## config.mk

```make
export PLATFORM = sky130hd
export DESIGN_NAME = gf180mcu_fd_sc_mcu7t5v0__pwr_seq_flat
export DESIGN_NICKNAME = d
export VERILOG_FILES = /design/src/rtl/gf180mcu_fd_sc_mcu7t5v0__pwr_seq_if.sv /design/src/rtl/gf180mcu_fd_sc_mcu7t5v0__pwr_seq.sv /design/src/flat_wrapper.sv
export SDC_FILE = /design/constraint.sdc
export NUM_CORES = 1
export LEC_CHECK = 0
export ABC_AREA = 1
export BUFFER_PORTS_ARGS = -buffer_cell sky130_fd_sc_hd__buf_2
export CAP_MARGIN = 20
export CORE_AREA = 5 5 58 60
export DETAILED_ROUTE_END_ITERATION = 16
export DIE_AREA = 0 0 63 65
export PLACE_DENSITY_LB_ADDON = 0.05
export SLEW_MARGIN = 20
export SYNTH_ARGS = -nofsm -noshare
export SYNTH_HDL_FRONTEND = slang
export SYNTH_SLANG_ARGS = --single-unit
```

## constraint.sdc

```tcl
create_clock -name CLK -period 1.3 [get_ports CLK]
set_clock_uncertainty 0.05 [all_clocks]
set_input_delay 0.325 -clock CLK [delete_from_list [all_inputs] [get_ports CLK]]
set_output_delay 0.325 -clock CLK [all_outputs]
set_load 0.1 [all_outputs]
```

## src/rtl/gf180mcu_fd_sc_mcu7t5v0__pwr_seq_if.sv

```systemverilog
// Control/status bundle between the always-on controller and the power-switch
// sequencer. Optional TIMEOUT flag exists only when
// GF180MCU_FD_SC_MCU7T5V0__PWR_SEQ_TIMEOUT_EN is defined.
interface gf180mcu_fd_sc_mcu7t5v0__pwr_seq_if #(
  parameter int unsigned N_STAGES = 4
);
  logic                REQ_ON;
  logic                SW_ACK;
  logic [N_STAGES-1:0] SW_EN;
  logic                ISO_EN;
  logic                RET_SAVE;
  logic                RET_RESTORE;
  logic                PWR_GOOD;
  logic                BUSY;
`ifdef GF180MCU_FD_SC_MCU7T5V0__PWR_SEQ_TIMEOUT_EN
  logic                TIMEOUT;
`endif

  // sequencer side
  modport master (
    input  REQ_ON, SW_ACK,
    output SW_EN, ISO_EN, RET_SAVE, RET_RESTORE, PWR_GOOD, BUSY
`ifdef GF180MCU_FD_SC_MCU7T5V0__PWR_SEQ_TIMEOUT_EN
    , output TIMEOUT
`endif
  );

  // controller / switch-row side
  modport slave (
    output REQ_ON, SW_ACK,
    input  SW_EN, ISO_EN, RET_SAVE, RET_RESTORE, PWR_GOOD, BUSY
`ifdef GF180MCU_FD_SC_MCU7T5V0__PWR_SEQ_TIMEOUT_EN
    , input TIMEOUT
`endif
  );
endinterface

```

## src/rtl/gf180mcu_fd_sc_mcu7t5v0__pwr_seq.sv

```systemverilog
// Power-domain sequencer: staged header-switch ramp, retention save/restore
// pulses and isolation control. All outputs registered.
// Optional feature macro: GF180MCU_FD_SC_MCU7T5V0__PWR_SEQ_TIMEOUT_EN
// (SW_ACK wait limit with sticky TIMEOUT flag). Rails under USE_POWER_PINS.
module gf180mcu_fd_sc_mcu7t5v0__pwr_seq #(
  parameter int unsigned N_STAGES    = 4,
  parameter int unsigned STAGE_DLY   = 8,
  parameter int unsigned CNT_W       = 8,
  parameter int unsigned TIMEOUT_CYC = 64
) (
`ifdef USE_POWER_PINS
  inout wire VDD,
  inout wire VSS,
`endif
  input logic CLK,
  input logic RST,
  gf180mcu_fd_sc_mcu7t5v0__pwr_seq_if.master bus
);

  localparam logic [3:0] S_OFF      = 4'd0;
  localparam logic [3:0] S_RAMP     = 4'd1;
  localparam logic [3:0] S_WAIT_ACK = 4'd2;
  localparam logic [3:0] S_RESTORE  = 4'd3;
  localparam logic [3:0] S_UNISO    = 4'd4;
  localparam logic [3:0] S_ON       = 4'd5;
  localparam logic [3:0] S_ISO      = 4'd6;
  localparam logic [3:0] S_SAVE     = 4'd7;
  localparam logic [3:0] S_DRAIN    = 4'd8;

  localparam logic [N_STAGES-1:0] LSB      = N_STAGES'(1);
  localparam logic [CNT_W-1:0]    DLY_LAST = CNT_W'(STAGE_DLY - 1);
  localparam logic [CNT_W-1:0]    TO_LAST  = CNT_W'(TIMEOUT_CYC - 1);

  logic [3:0]          state;
  logic [CNT_W-1:0]    cnt;
  logic [N_STAGES-1:0] sw_en;
  logic [N_STAGES-1:0] sw_up;
  logic [N_STAGES-1:0] sw_dn;
  logic                iso_en;
  logic                ret_save;
  logic                ret_restore;
  logic                pwr_good;
  logic                busy;
`ifdef GF180MCU_FD_SC_MCU7T5V0__PWR_SEQ_TIMEOUT_EN
  logic                timeout;
  assign bus.TIMEOUT = timeout;
`endif

  assign bus.SW_EN       = sw_en;
  assign bus.ISO_EN      = iso_en;
  assign bus.RET_SAVE    = ret_save;
  assign bus.RET_RESTORE = ret_restore;
  assign bus.PWR_GOOD    = pwr_good;
  assign bus.BUSY        = busy;

  // next switch-enable pattern: one more stage on (LSB first) or one off (MSB first)
  always_comb begin
    sw_up = (sw_en << 1) | LSB;
    sw_dn = sw_en >> 1;
  end

  // sequencing FSM with stage/ack counter
  always_ff @(posedge CLK) begin
    if (RST) begin
      state       <= S_OFF;
      cnt         <= '0;
      sw_en       <= '0;
      iso_en      <= 1'b1;
      ret_save    <= 1'b0;
      ret_restore <= 1'b0;
      pwr_good    <= 1'b0;
      busy        <= 1'b0;
`ifdef GF180MCU_FD_SC_MCU7T5V0__PWR_SEQ_TIMEOUT_EN
      timeout     <= 1'b0;
`endif
    end else begin
      ret_save    <= 1'b0;
      ret_restore <= 1'b0;
      case (state)
        S_OFF: begin
          if (bus.REQ_ON) begin
            sw_en <= LSB;
            cnt   <= '0;
            busy  <= 1'b1;
            state <= (N_STAGES == 1) ? S_WAIT_ACK : S_RAMP;
`ifdef GF180MCU_FD_SC_MCU7T5V0__PWR_SEQ_TIMEOUT_EN
            timeout <= 1'b0;
`endif
          end
        end
        S_RAMP: begin
          if (cnt == DLY_LAST) begin
            sw_en <= sw_up;
            cnt   <= '0;
            if (&sw_up) state <= S_WAIT_ACK;
          end else begin
            cnt <= cnt + CNT_W'(1);
          end
        end
        S_WAIT_ACK: begin
          // counter saturates at the limit so it never wraps when waiting forever
          if (bus.SW_ACK) begin
            ret_restore <= 1'b1;
            cnt         <= '0;
            state       <= S_RESTORE;
          end else if (cnt != TO_LAST) begin
            cnt <= cnt + CNT_W'(1);
          end
`ifdef GF180MCU_FD_SC_MCU7T5V0__PWR_SEQ_TIMEOUT_EN
          else begin
            // give up: drain the switches without restore, isolation stays on
            timeout <= 1'b1;
            sw_en   <= sw_dn;
            cnt     <= '0;
            if (sw_dn == '0) begin
              state <= S_OFF;
              busy  <= 1'b0;
            end else begin
              state <= S_DRAIN;
            end
          end
`endif
        end
        S_RESTORE: begin
          iso_en <= 1'b0;
          state  <= S_UNISO;
        end
        S_UNISO: begin
          pwr_good <= 1'b1;
          busy     <= 1'b0;
          state    <= S_ON;
        end
        S_ON: begin
          if (!bus.REQ_ON) begin
            iso_en   <= 1'b1;
            pwr_good <= 1'b0;
            busy     <= 1'b1;
            state    <= S_ISO;
          end
        end
        S_ISO: begin
          ret_save <= 1'b1;
          state    <= S_SAVE;
        end
        S_SAVE: begin
          sw_en <= sw_dn;
          cnt   <= '0;
          if (sw_dn == '0) begin
            state <= S_OFF;
            busy  <= 1'b0;
          end else begin
            state <= S_DRAIN;
          end
        end
        S_DRAIN: begin
          if (cnt == DLY_LAST) begin
            sw_en <= sw_dn;
            cnt   <= '0;
            if (sw_dn == '0) begin
              state <= S_OFF;
              busy  <= 1'b0;
            end
          end else begin
            cnt <= cnt + CNT_W'(1);
          end
        end
        default: begin
          state  <= S_OFF;
          cnt    <= '0;
          sw_en  <= '0;
          iso_en <= 1'b1;
          busy   <= 1'b0;
        end
      endcase
    end
  end

endmodule

```

## src/flat_wrapper.sv

```systemverilog
// flat-port wrapper written by rule: the top's interface ports become plain ports
module gf180mcu_fd_sc_mcu7t5v0__pwr_seq_flat 
#(
  parameter int unsigned N_STAGES    = 4,
  parameter int unsigned STAGE_DLY   = 8,
  parameter int unsigned CNT_W       = 8,
  parameter int unsigned TIMEOUT_CYC = 64
)
  (CLK, RST, bus_REQ_ON, bus_SW_ACK, bus_SW_EN, bus_ISO_EN, bus_RET_SAVE, bus_RET_RESTORE, bus_PWR_GOOD, bus_BUSY);
  gf180mcu_fd_sc_mcu7t5v0__pwr_seq_if #(.N_STAGES(N_STAGES)) bus_i ();
  input logic CLK;
  input logic RST;
  input wire logic [$bits(bus_i.REQ_ON)-1:0] bus_REQ_ON;
  input wire logic [$bits(bus_i.SW_ACK)-1:0] bus_SW_ACK;
  output wire logic [$bits(bus_i.SW_EN)-1:0] bus_SW_EN;
  output wire logic [$bits(bus_i.ISO_EN)-1:0] bus_ISO_EN;
  output wire logic [$bits(bus_i.RET_SAVE)-1:0] bus_RET_SAVE;
  output wire logic [$bits(bus_i.RET_RESTORE)-1:0] bus_RET_RESTORE;
  output wire logic [$bits(bus_i.PWR_GOOD)-1:0] bus_PWR_GOOD;
  output wire logic [$bits(bus_i.BUSY)-1:0] bus_BUSY;
  assign bus_i.REQ_ON = bus_REQ_ON;
  assign bus_i.SW_ACK = bus_SW_ACK;
  assign bus_SW_EN = bus_i.SW_EN;
  assign bus_ISO_EN = bus_i.ISO_EN;
  assign bus_RET_SAVE = bus_i.RET_SAVE;
  assign bus_RET_RESTORE = bus_i.RET_RESTORE;
  assign bus_PWR_GOOD = bus_i.PWR_GOOD;
  assign bus_BUSY = bus_i.BUSY;
  gf180mcu_fd_sc_mcu7t5v0__pwr_seq #(.N_STAGES(N_STAGES), .STAGE_DLY(STAGE_DLY), .CNT_W(CNT_W), .TIMEOUT_CYC(TIMEOUT_CYC)) u_core (.CLK(CLK), .RST(RST), .bus(bus_i));
endmodule
```

# ---- Word level (Yosys, flattened, before mapping)
# Cells that the tools add are included.
dict set report op_classes {
  eq_ne 18
  n_reduce_logical 16
  add_sub_neg 1
  bitwise 5
  n_mux 27
}
# operator n
set op_table {}
lappend op_table {{2-to-1 mux 4 bit} 10}
lappend op_table {{case mux 4 bit (9 select lines)} 1}
lappend op_table {{2-to-1 mux 8 bit} 4}
lappend op_table {{case mux 8 bit (4 select lines)} 1}
lappend op_table {{case mux 4 bit (5 select lines)} 1}
lappend op_table {{== test 4 x 3 -> 1 bit (second input constant)} 4}
lappend op_table {{adder 8 x 1 -> 8 bit (second input constant)} 1}
lappend op_table {{== test 4 x 2 -> 1 bit (second input constant)} 2}
lappend op_table {{== test 8 x 3 -> 1 bit (second input constant)} 1}
lappend op_table {{zero test 4 bit} 2}
lappend op_table {{!= test 2 x 1 -> 1 bit (second input constant)} 4}
lappend op_table {{!= test 8 x 6 -> 1 bit (second input constant)} 1}
lappend op_table {{AND reduction 4 bit} 2}
lappend op_table {{OR reduction 4 bit} 2}
lappend op_table {{2-to-1 mux 1 bit} 7}
lappend op_table {{AND reduction 7 bit} 1}
lappend op_table {{OR reduction 7 bit} 1}
lappend op_table {{!= test 2 bit (second input constant)} 3}
lappend op_table {{AND reduction 3 bit} 2}
lappend op_table {{inverter 1 bit} 5}
lappend op_table {{case mux 1 bit (5 select lines)} 1}
lappend op_table {{OR reduction 5 bit} 1}
lappend op_table {{== test 4 x 1 -> 1 bit (second input constant)} 1}
lappend op_table {{== test 4 bit (second input constant)} 1}
lappend op_table {{other kinds (6)} 8}
dict set report word_totals {
  register_bits 21
  in_bits 4
  out_inout_bits 9
}

# ---- Depth between registers and ports, before layout
# Gate-level depths: netlist (run 1).
dict set report depth {
  depth_word 4
  ltp_mapped 11
  mapped_depth_nobuf 11
}

# ---- Least setup slack after synthesis (run 1)
# OpenSTA, ideal clock, no wires.
dict set report synth_path {
  path_type {register to register}
  start {register u_core.sw_en[1] (netlist: u_core.bus.SW_EN[1])}
  end {register u_core.busy (netlist: u_core.bus.BUSY)}
  required_ns 1.131
  slack_ns -0.471
  stages_incl_launch_ff 8
  t_arrival_ns 1.602
  synth_period_minus_slack_ns 1.771
  setup_time_ns 0.119
  cell_sequence {dfxtp_1 > inv_1 > nand2_1 > inv_1 > a21oi_1 > nor2_1 > a21oi_1 > nor2_1}
}
dict set report synth_via {
  elab_chain_len 4
}
# element line
set synth_rtl {}
lappend synth_rtl {{start, declared} gf180mcu_fd_sc_mcu7t5v0__pwr_seq.sv:36} ;# logic [N_STAGES-1:0] sw_en;
lappend synth_rtl {{start signal, assigned} gf180mcu_fd_sc_mcu7t5v0__pwr_seq.sv:93} ;# sw_en <= sw_up;
lappend synth_rtl {{start signal, assigned} gf180mcu_fd_sc_mcu7t5v0__pwr_seq.sv:146} ;# sw_en <= sw_dn;
lappend synth_rtl {{start signal, assigned} gf180mcu_fd_sc_mcu7t5v0__pwr_seq.sv:157} ;# sw_en <= sw_dn;
lappend synth_rtl {{zero test 4 bit *} {gf180mcu_fd_sc_mcu7t5v0__pwr_seq.sv:148, gf180mcu_fd_sc_mcu7t5v0__pwr_seq.sv:159}}
lappend synth_rtl {{2-to-1 mux 1 bit *} -}
lappend synth_rtl {{2-to-1 mux 1 bit} -}
lappend synth_rtl {{case mux 1 bit (5 select lines) *} -}
lappend synth_rtl {{end signal, assigned} gf180mcu_fd_sc_mcu7t5v0__pwr_seq.sv:150} ;# busy <= 1'b0;
lappend synth_rtl {{end signal, assigned} gf180mcu_fd_sc_mcu7t5v0__pwr_seq.sv:161} ;# busy <= 1'b0;
lappend synth_rtl {{end signal, assigned} gf180mcu_fd_sc_mcu7t5v0__pwr_seq.sv:172} ;# busy <= 1'b0;
lappend synth_rtl {{end, declared} gf180mcu_fd_sc_mcu7t5v0__pwr_seq.sv:43} ;# logic busy;
# Every way passes the cells marked *; elsewhere a longest branch is shown, timed or not. The select of a mux whose other input is x is not followed.
# A chain may end at the register's enable or synchronous reset.

# ---- Final worst setup path (run 1)
dict set report layout_path {
  start {register u_core.state[2]}
  end {register u_core.cnt[0]}
}
dict set report layout_via {
  elab_chain_len 4
}
# element line
set layout_rtl {}
lappend layout_rtl {{start, declared} gf180mcu_fd_sc_mcu7t5v0__pwr_seq.sv:34} ;# logic [3:0] state;
lappend layout_rtl {{start signal, assigned} gf180mcu_fd_sc_mcu7t5v0__pwr_seq.sv:85} ;# state <= (N_STAGES == 1) ? S_WAIT_ACK : S_RAMP;
lappend layout_rtl {{parallel branches: the longest is 4 deep, another holds case mux 8 bit (4 select lines)} -}
lappend layout_rtl {{end signal, assigned} gf180mcu_fd_sc_mcu7t5v0__pwr_seq.sv:97} ;# cnt <= cnt + CNT_W'(1);
lappend layout_rtl {{end signal, assigned} gf180mcu_fd_sc_mcu7t5v0__pwr_seq.sv:107} ;# cnt <= cnt + CNT_W'(1);
lappend layout_rtl {{end signal, assigned} gf180mcu_fd_sc_mcu7t5v0__pwr_seq.sv:164} ;# cnt <= cnt + CNT_W'(1);
lappend layout_rtl {{end, declared} gf180mcu_fd_sc_mcu7t5v0__pwr_seq.sv:35} ;# logic [CNT_W-1:0] cnt;
# Several ways; the timed one is not identified.

==> results of run 1 <==
-- worst max-delay path, stage by stage (launching register included) --
cell and delay, ns:
dfxtp_4 0.39, nor2_4 0.26, nand3_4 0.14, nor2_4 0.13, nand2_4 0.08, nand2_4 0.12
inv_4 0.06, a21oi_2 0.11, nor2_1 0.05
-- flip-flops by register name, indices dropped and copies added, names as in the netlist --
name	cells
u_core.bus.RET_SAVE	1
u_core.bus.ISO_EN	1
u_core.bus.PWR_GOOD	1
u_core.cnt	8
u_core.bus.SW_EN	4
u_core.bus.RET_RESTORE	1
u_core.state	4
u_core.bus.BUSY	1
-- power groups by stage --
stage	Clock, mW	Sequential (mW)	Combinational [mW]
6_report	0.330	1.10	3.31
5_1_grt	0.384	1.13	3.55
4_1_cts	0.350	1.08	3.04
3_5_place_dp	0	1.07	2.74
3_3_place_gp	0	1.06	2.69
2_1_floorplan	0	1.69	1.08
-- placed cells by master (no fill, tap or decap), types with 9 or more instances in the layout --
cell,count
a21oi_1,12
nor2_2,9
nand3_1,14
buf_4,47
nand2_2,16
nor2_4,11
dfxtp_4,9
nor2_1,31
inv_1,15
nand2_1,45
buf_12,9
-- per-layer routing --
metal	routed length, µm	part of all wire	vias to the layer above
li1	-	-	839
met1	1880	0.41	793
met2	2420	0.53	44
met3	166	0.036	9
met4	94	0.021	0
met5	0	0	-
-- area by class of cell --
type                       count  area (µm²)
multi-input combinational    173        1030
timing repair buffer          66         627
fill                         204         577
sequential                    21         463
inverter                      26         110
tap                           33        41.3
clock buffer                   4        26.3
-- Yosys cell counts --
cell	n
a21oi_1	17
buf_2	1
nand2_2	6
o21ai_1	3
nand2_4	1
o21ai_0	5
inv_1	21
nor2_2	6
a22oi_1	1
nor3_1	2
o21bai_1	1
nand2_1	61
nand4_1	3
a21oi_2	1
clkbuf_1	1
dfxtp_1	21
ha_1	1
nand3_1	18
nand3_4	1
a21boi_0	1
inv_2	5
nor2_4	4
nor2_1	41
-- worst max path at each step --
stage	start	endpoint	slack [ns]	depth (start not counted)
floorplan	u_core.cnt[1]	u_core.bus.SW_EN[3]	-0.04	8
global placement	u_core.state[3]	u_core.cnt[0]	-0.17	8
detailed placement	u_core.state[3]	u_core.bus.BUSY	-0.21	9
CTS	u_core.cnt[1]	u_core.bus.SW_EN[1]	-0.14	9
global route	u_core.cnt[0]	u_core.bus.SW_EN[1]	-0.28	9
finish	u_core.state[2]	u_core.cnt[0]	-0.19	8
-- through the flow --
step                      utilization  hold slack, ns  setup TNS [ns]
after floorplan                     -           0.423          -0.162
after global placement          0.667           0.436           -1.77
after detailed placement        0.667           0.447           -2.23
after CTS                       0.750           0.293           -1.45
after global routing            0.800           0.288           -3.35
final                           0.800           0.303           -2.11
-- cell families after synthesis --
group / share of synthesized area
fa+ha+maj: 0.00929
simple gates: 0.483
flops: 0.312
compound gates: 0.116
buf+inv: 0.0790
-- what timing repair did --
item | 4_1_cts | 5_1_grt
endpoints found under the hold margin | 0 | 0
pin swaps | 20 | 12
endpoints found under the setup margin | 17 | 24
gates resized for setup | 53 | 33
buffers inserted | 7 | 6
hold buffers | 0 | 0
==> impl_metrics.csv, run 1 <==
group,metric,value,unit
status,outcome,"complete, but fails checks",
status,failed_checks,"negative setup slack",
yosys,yosysWarnings,0,
clock_network,clock_sinks,21,
yosys,ys_top_cells_by_area,"dfxtp_1 (31%), nand2_1 (17%), nor2_1 (11%)",
hold_path,whs_path_depth,4,
critical_path,path_max_fanout,7,
place,place.gp.congestion,0.907,
yosys,syn_area_per_cell,6.06,µm²
yosys,yosysTopAreaCell,"dfxtp_1",
cells_and_area,stdcell_area,2300,µm²
floorplan,die_y,65,µm
yosys,seq_area_frac_synth,0.312,
floorplan,io_pins,13,
cells_and_area,areaGrowthSynthToFinish,70.9,%
timing,slew_headroom,0.809,
power_and_ir_drop,p_leak,1.10,nW
route,drc,0,
floorplan,std_cell_rows,20,
route,antenna_left,0,
power_and_ir_drop,power.share.clock,0.070,
yosys,synth_area,1350,µm²
place,io_buffers,12,
global_route,grt_pass1_vias,1646,
timing,hold_viol,0,
route,drtIter0Drc,163,
timing,rsz0062_at_grt,"true",
power_and_ir_drop,internal-power,2.31,mW
yosys,synthesis.nets,227,
timing,min_period,1.49,ns
power_and_ir_drop,power,4.74,mW
hold_path,min_delay_worst_endpoint,"u_core.cnt[3]",
critical_path,crit_arrival,1.65,ns
route,wl_per_cell,14.1,µm
power_and_ir_drop,power.density,2060,nW/µm²
hold_path,hp-start,"RST",
timing,postLayoutSetupSlackWorst,-0.194,ns
clock_network,h-tree-depth,1,
floorplan,die_area,4100,µm²
clock_network,clk_latency,0.32,ns
power_and_ir_drop,pwr-share-seq,0.232,
global_route,grtUsageMet2,0.401,
clock_network,path_clk_slew,0.12,ns
place,dpl_worst_slack,-0.213,ns
cells_and_area,num_antenna_cells,0,
critical_path,crit_path_start_kind,"register",
power_and_ir_drop,switching_share,0.512,
yosys,ys_ff_latch,21,
critical_path,timing.rr.start,"u_core.state[2]",
place,dp_hpwl,3.09,mm
cells_and_area,drive_above_1_share,0.534,
critical_path,r2r.worst_path.cells,8,
power_and_ir_drop,p_sw,2.42,mW
global_route,grt_busiest_layer,"met2",
global_route,grt-ovfl-total,0,
route,vias,1685,
global_route,antenna_found_initial,0,
yosys,synthDistinctLibCells,23,
critical_path,critical_path_class,"register to register",
place,placed_area,1920,µm²
hold_path,hold_path_class,"input port to register",
timing,max_freq,669,MHz
job,cap_violations,0,
place,dp.cells,306,
clock_network,clockRootBuffer,"clkbuf_4",
cells_and_area,fin_cells,323,
critical_path,reg2reg_to,"u_core.cnt[0]",
clock_network,ctsLongestPathBuffers,2,
yosys,synth_top_area_share,0.312,
clock_network,cts_made_buffers,3,
timing,drv_slew,0,
timing,fin_crit_sh,1.15,
route,drt_first_pass_iters,4,
yosys,synth_cells,222,
floorplan,die_w,63,µm
global_route,grt_use_met1,0.254,
cells_and_area,fin_nets,296,
global_route,grt_usage,0.217,
route,wirelength,4.56,mm
timing,finalSetupViolCount,15,
clock_network,cts_tree,"done",
global_route,grt_max_degree,12,
timing,worst_slew_pin_slew,0.286,ns
power_and_ir_drop,ir_drop,2.28,mV
route,vias_per_cell,5.22,
global_route,grt_first_pass_wirelength,7.22,mm
global_route,grt.met3_usage,0.0260,
floorplan,core,2880,µm²
floorplan,initial_core_util,0.468,
power_and_ir_drop,comb_power_share,0.698,
critical_path,cp.required,1.46,ns
critical_path,r2r_slack,-0.19,ns
critical_path,end_kind,"register",
No activity file was read; power rests on OpenSTA's default activity.
==> run 2: changes to the inputs <==
--- a/config.mk
+++ b/config.mk
@@ -8,11 +8,10 @@
 export ABC_AREA = 1
 export BUFFER_PORTS_ARGS = -buffer_cell sky130_fd_sc_hd__buf_2
 export CAP_MARGIN = 20
-export CORE_AREA = 5 5 58 60
+export CORE_AREA = 2 2 55 57
 export DETAILED_ROUTE_END_ITERATION = 16
-export DIE_AREA = 0 0 63 65
+export DIE_AREA = 0 0 57 59
 export PLACE_DENSITY_LB_ADDON = 0.05
-export SLEW_MARGIN = 20
 export SYNTH_ARGS = -nofsm -noshare
 export SYNTH_HDL_FRONTEND = slang
 export SYNTH_SLANG_ARGS = --single-unit
==> impl_metrics.csv, run 2 (synthesis results as in run 1) <==
group,metric,value,unit
global_route,grt_first_pass_wirelength,6.89,mm
status,failed_checks,"negative setup slack",
route,vias_per_cell,5.76,
timing,postLayoutSetupSlackWorst,-0.207,ns
cells_and_area,fin_util,0.838,
cells_and_area,drive_above_1_share,0.521,
power_and_ir_drop,pwr-share-seq,0.225,
power_and_ir_drop,switching_share,0.520,
critical_path,path_buf_inv,1,
timing,finalSetupViolCount,17,
route,antenna_left,0,
timing,rsz0062_at_grt,"true",
route,vias,1802,
cells_and_area,most-common-layout-cells,"nand2_1 (45), buf_4 (38), nor2_1 (30), inv_1 (18), nand2_2 (16)",
critical_path,path_cells,"inv_2 -> nand2_1 -> nor2_4 -> nand2_1 -> nand3_1 -> nor2_4 -> nand2_1 -> a21oi_1",
timing,max_freq,664,MHz
clock_network,path_clk_slew,0.13,ns
power_and_ir_drop,power.density,2150,nW/µm²
timing,fin_crit_sh,1.16,
floorplan,die_area,3360,µm²
global_route,antenna_found_initial,0,
power_and_ir_drop,comb_power_share,0.703,
global_route,grt_usage,0.264,
critical_path,crit_path_frequent_cell,"nand2_1",
place,io_buffers,12,
job,cap_violations,0,
timing,hold_ws,0.271,ns
floorplan,core,2710,µm²
cells_and_area,stdcell_area,2270,µm²
route,drt_first_pass_iters,4,
clock_network,cts_tree,"done",
timing,min_period,1.51,ns
power_and_ir_drop,ir_drop,2.61,mV
route,drtIter0Drc,134,
place,dp.cells,301,
critical_path,crit_path_start_kind,"register",
clock_network,h-tree-depth,1,
route,wirelength,4.88,mm
cells_and_area,num_antenna_cells,0,
timing,slew_headroom,0.749,
critical_path,slowest_stage,"dfxtp_4",
route,drc,0,
cells_and_area,fin_nets,288,
critical_path,end_kind,"register",
place,place.gp.congestion,0.899,
critical_path,critical_path_class,"register to register",
clock_network,clock_sinks,21,
critical_path,r2r_slack,-0.21,ns
clock_network,ctsLongestPathBuffers,2,
clock_network,cts_made_buffers,3,
global_route,grt_pass1_vias,1587,
timing,hold_viol,0,
power_and_ir_drop,internal-power,2.35,mW
floorplan,std_cell_rows,19,
cells_and_area,largest_reg_flops,8,
hold_path,hold_path_class,"input port to register",
global_route,grt_max_degree,12,
floorplan,die_y,59,µm
clock_network,ctsHoldBuffers,0,
power_and_ir_drop,power.share.clock,0.072,
route,wl_per_cell,15.6,µm
cells_and_area,regMostFlops,"u_core.cnt",
clock_network,clk_latency,0.33,ns
power_and_ir_drop,p_sw,2.54,mW
place,placed_area,1890,µm²
critical_path,cp.required,1.48,ns
floorplan,io_pins,13,
timing,worst_slew_pin_slew,0.376,ns
floorplan,initial_core_util,0.497,
critical_path,slowest_delay,0.41,ns
critical_path,path_max_fanout,6,
timing,drv_slew,0,
status,outcome,"complete, but fails checks",
floorplan,die_w,57,µm
global_route,grt-ovfl-total,0,
cells_and_area,areaGrowthSynthToFinish,68.8,%
timing,tns,-2.28,ns
cells_and_area,fin_cells,313,
power_and_ir_drop,p_leak,1.07,nW
critical_path,crit_arrival,1.69,ns
place,dp_hpwl,2.87,mm
cells_and_area,fillers,157,
clock_network,clockRootBuffer,"clkbuf_4",
critical_path,critPathTopFamily,"simple AND/OR/NAND/NOR gates",
cells_and_area,mostFrequentLayoutCell,"nand2_1",
[run 2: cell types whose count changed in the layout (fill, tap and decap cells not counted), sizes merged]
cell and change:
buf -8
[run 2: worst paths after layout]
check	from	to	depth (start not counted)
setup / recovery	u_core.state[0]	u_core.state[1]	8
hold / removal	RST	u_core.bus.PWR_GOOD	3
setup reg to reg	u_core.state[0]	u_core.state[1]	8
hold reg to reg	u_core.bus.PWR_GOOD	u_core.bus.PWR_GOOD	2
[run 2: layout make-up]
| cell class | count | area, µm² | share of cell area |
|---|---|---|---|
| multi-input combinational | 173 | 1070 | 0.469 |
| clock buffer | 4 | 26.3 | 0.0116 |
| tap | 31 | 38.8 | 0.0171 |
| inverter | 26 | 108 | 0.0474 |
| timing repair buffer | 58 | 571 | 0.251 |
| sequential | 21 | 463 | 0.204 |
[run 2: repair_timing]
item                       4_1_cts  5_1_grt
pin swaps                       18       21
setup buffers                    2        9
setup endpoints to repair       19       22
gates resized for setup         42       45
[run 2: metrics by stage]
step / power (mW) / setup slack [ns]
floorplan: 2.77 / -0.0417
global placement: 3.76 / -0.141
detailed placement: 3.80 / -0.167
CTS: 4.40 / -0.144
global route: 5.16 / -0.266
finish: 4.89 / -0.207
[run 2: layer usage]
layer,share of wire,track usage
met3,0.069,0.0306
met1,0.38,0.330
met2,0.51,0.455
met5,0,0
met4,0.036,0.130
[run 2: power by group through the flow]
stage / Combinational [mW] / Sequential (mW) / Clock, mW
5_1_grt: 3.67 / 1.12 / 0.372
3_3_place_gp: 2.71 / 1.05 / 0
6_report: 3.44 / 1.10 / 0.350
3_5_place_dp: 2.75 / 1.05 / 0
2_1_floorplan: 1.08 / 1.69 / 0
4_1_cts: 2.98 / 1.08 / 0.352
[run 2: worst min-delay path, delay by kind of cell]
kind / cells / cell delay (ns)
AO/OA/AOI/OAI: 1 / 0.04
buffers and inverters: 2 / 0.26
==> run 3: changes to the inputs <==
--- a/config.mk
+++ b/config.mk
@@ -5,12 +5,11 @@
 export SDC_FILE = /design/constraint.sdc
 export NUM_CORES = 1
 export LEC_CHECK = 0
-export ABC_AREA = 1
 export BUFFER_PORTS_ARGS = -buffer_cell sky130_fd_sc_hd__buf_2
 export CAP_MARGIN = 20
-export CORE_AREA = 2 2 55 57
+export CORE_AREA = 2 2 53 55
 export DETAILED_ROUTE_END_ITERATION = 16
-export DIE_AREA = 0 0 57 59
+export DIE_AREA = 0 0 55 57
 export PLACE_DENSITY_LB_ADDON = 0.05
 export SYNTH_ARGS = -nofsm -noshare
 export SYNTH_HDL_FRONTEND = slang
==> impl_metrics.csv, run 3 <==
group,metric,value,unit
power_and_ir_drop,p_sw,1.40,mW
yosys,syn_area_per_cell,8.22,µm²
critical_path,path_max_fanout,10,
route,antenna_left,0,
route,wl_per_cell,16.9,µm
global_route,grt.met3_usage,0.0550,
route,vias,1440,
power_and_ir_drop,power.share.clock,0.103,
place,dp.cells,229,
power_and_ir_drop,internal-power,1.80,mW
cells_and_area,mostFrequentLayoutCell,"buf_4",
yosys,synthesis.nets,157,
critical_path,crit_arrival,1.94,ns
floorplan,die_area,3140,µm²
hold_path,hold_path_class,"input port to register",
floorplan,core,2620,µm²
cells_and_area,num_antenna_cells,0,
route,vias_per_cell,6.00,
power_and_ir_drop,ir_drop,1.46,mV
route,drt_first_pass_iters,4,
timing,finalSetupViolCount,20,
status,outcome,"complete, but fails checks",
timing,worst_slew_pin_slew,0.364,ns
yosys,netlist_top_cells_count,"dfxtp_1 (21), nor2_1 (14), nand2_1 (12), o21ai_0 (10), nand3_1 (9)",
status,failed_checks,"negative setup slack",
clock_network,ctsHoldBuffers,0,
cells_and_area,fin_cells,240,
global_route,grt_max_degree,13,
route,drtIter0Drc,50,
cells_and_area,fillers,169,
yosys,synth_ff_type,"dfxtp_1",
timing,fin_crit_sh,1.34,
global_route,grt_first_pass_wirelength,6.40,mm
timing,tns,-5.76,ns
global_route,grt_use_met1,0.317,
floorplan,die_y,57,µm
place,placed_area,1790,µm²
yosys,synth-edff-count,0,
global_route,grt_usage,0.281,
route,drc,0,
clock_network,cts_tree,"done",
yosys,synth_top_area_share,0.337,
yosys,ys_top_cells_by_area,"dfxtp_1 (34%), nor2_1 (4.2%), o21ai_0 (4.0%)",
yosys,yosysTopAreaCell,"dfxtp_1",
clock_network,clock_sinks,21,
timing,postLayoutSetupSlackWorst,-0.436,ns
critical_path,critical_path_class,"register to register",
global_route,grt_busiest_layer,"met2",
clock_network,path_clk_slew,0.12,ns
route,wirelength,4.05,mm
place,dp_hpwl,2.59,mm
global_route,grt_pass1_vias,1434,
cells_and_area,regMostFlops,"u_core.cnt",
cells_and_area,drive_above_1_share,0.517,
cells_and_area,fin_util,0.784,
place,place.gp.congestion,0.884,
cells_and_area,fin_nets,215,
floorplan,std_cell_rows,19,
critical_path,crit_path_start_kind,"register",
cells_and_area,stdcell_area,2050,µm²
yosys,synth_area,1250,µm²
clock_network,ctsLongestPathBuffers,2,
power_and_ir_drop,p_leak,0.857,nW
timing,rsz0062_at_grt,"true",
floorplan,io_pins,13,
cells_and_area,areaGrowthSynthToFinish,64.2,%
timing,slew_headroom,0.757,
critical_path,cp.required,1.50,ns
timing,min_period,1.74,ns
cells_and_area,seq_area,449,µm²
global_route,grtUsageMet2,0.500,
cells_and_area,most-common-layout-cells,"buf_4 (40), nand2_1 (11), dfxtp_2 (11), nor2_1 (10), buf_12 (10)",
clock_network,clk_latency,0.32,ns
yosys,seq_area_frac_synth,0.337,
floorplan,initial_core_util,0.478,
timing,hold_viol,0,
power_and_ir_drop,switching_share,0.437,
timing,drv_slew,0,
clock_network,cts_made_buffers,3,
yosys,yosysWarnings,0,
yosys,synthDistinctLibCells,45,
clock_network,h-tree-depth,1,
place,dpl_worst_slack,-0.513,ns
global_route,grt-ovfl-total,0,
timing,max_freq,576,MHz
yosys,yosysMostFrequentCell,"dfxtp_1",
cells_and_area,multiInputGateArea,905,µm²
cells_and_area,largest_reg_flops,8,
job,cap_violations,0,
global_route,antenna_found_initial,0,
critical_path,end_kind,"register",
power_and_ir_drop,power.density,1560,nW/µm²
clock_network,clockRootBuffer,"clkbuf_4",
floorplan,die_w,55,µm
power_and_ir_drop,pwr-share-seq,0.266,
power_and_ir_drop,comb_power_share,0.631,
place,io_buffers,12,
yosys,synth_cells,152,
yosys,async_reset_ff_frac,0,
yosys,ys_ff_latch,21,
[run 3: logic make-up (layout without fill, tap and decap cells)]
kind of cell | count (synthesis) | in the layout | share of synthesized area
and+or+nand+nor | 70 | 70 | 0.317
DFF | 21 | 21 | 0.337
adders and majority gates | 1 | 1 | 0.0100
AOI/OAI and AO/OA | 42 | 42 | 0.247
muxes | 4 | 4 | 0.0321
buffers and inverters | 13 | 70 | 0.0501
xor gates and xnor gates | 1 | 1 | 0.00702
[run 3: path summary, 6_finish.rpt]
check	start	endpoint	slack (ns)	cells past startpoint
setup / recovery	u_core.state[2]	u_core.bus.BUSY	-0.44	6
hold / removal	bus_SW_ACK	u_core.bus.RET_RESTORE	0.21	3
setup reg to reg	u_core.state[2]	u_core.bus.BUSY	-0.44	6
hold reg to reg	u_core.bus.PWR_GOOD	u_core.bus.PWR_GOOD	0.47	2
[run 3: power by group through the flow]
stage / Clock, mW / Sequential, mW / Combinational [mW]
after global routing: 0.363 / 0.858 / 2.13
after CTS: 0.338 / 0.827 / 1.93
after global placement: 0 / 0.826 / 1.66
after floorplan: 0 / 1.11 / 0.743
after detailed placement: 0 / 0.831 / 1.67
final: 0.331 / 0.852 / 2.02
[run 3: per-layer routing]
metal / part of all wire / up-vias
met1: 0.41 / 703
met4: 0.028 / 0
li1: - / 687
met5: 0 / -
met3: 0.033 / 13
met2: 0.52 / 37
[run 3: worst max-delay path, stage by stage, from the launching register on]
cell	delay (ns)
dfxtp_4	0.38
buf_6	0.14
nor2b_4	0.14
buf_6	0.11
or3_1	0.36
or3_1	0.33
a21oi_2	0.14
[run 3: area by class of cell]
type / count / share of cell area
Sequential cell: 21 / 0.219
Clock buffer: 4 / 0.0128
Multi-Input combinational cell: 118 / 0.441
Timing Repair Buffer: 62 / 0.301
Inverter: 4 / 0.00732
Tap cell: 31 / 0.0189
[run 3: metrics by stage]
step,power (mW),hold WS (ns)
finish,3.20,0.209
detailed placement,2.51,0.446
CTS,3.10,0.182
global route,3.35,0.202
floorplan,1.86,0.393
global placement,2.49,0.432
[run 3: repair_timing]
| item | CTS | global route |
|---|---|---|
| endpoints found under the setup margin | 23 | 22 |
| resized for setup | 35 | 18 |
| pin swaps | 8 | 8 |
| setup buffers | 7 | 2 |
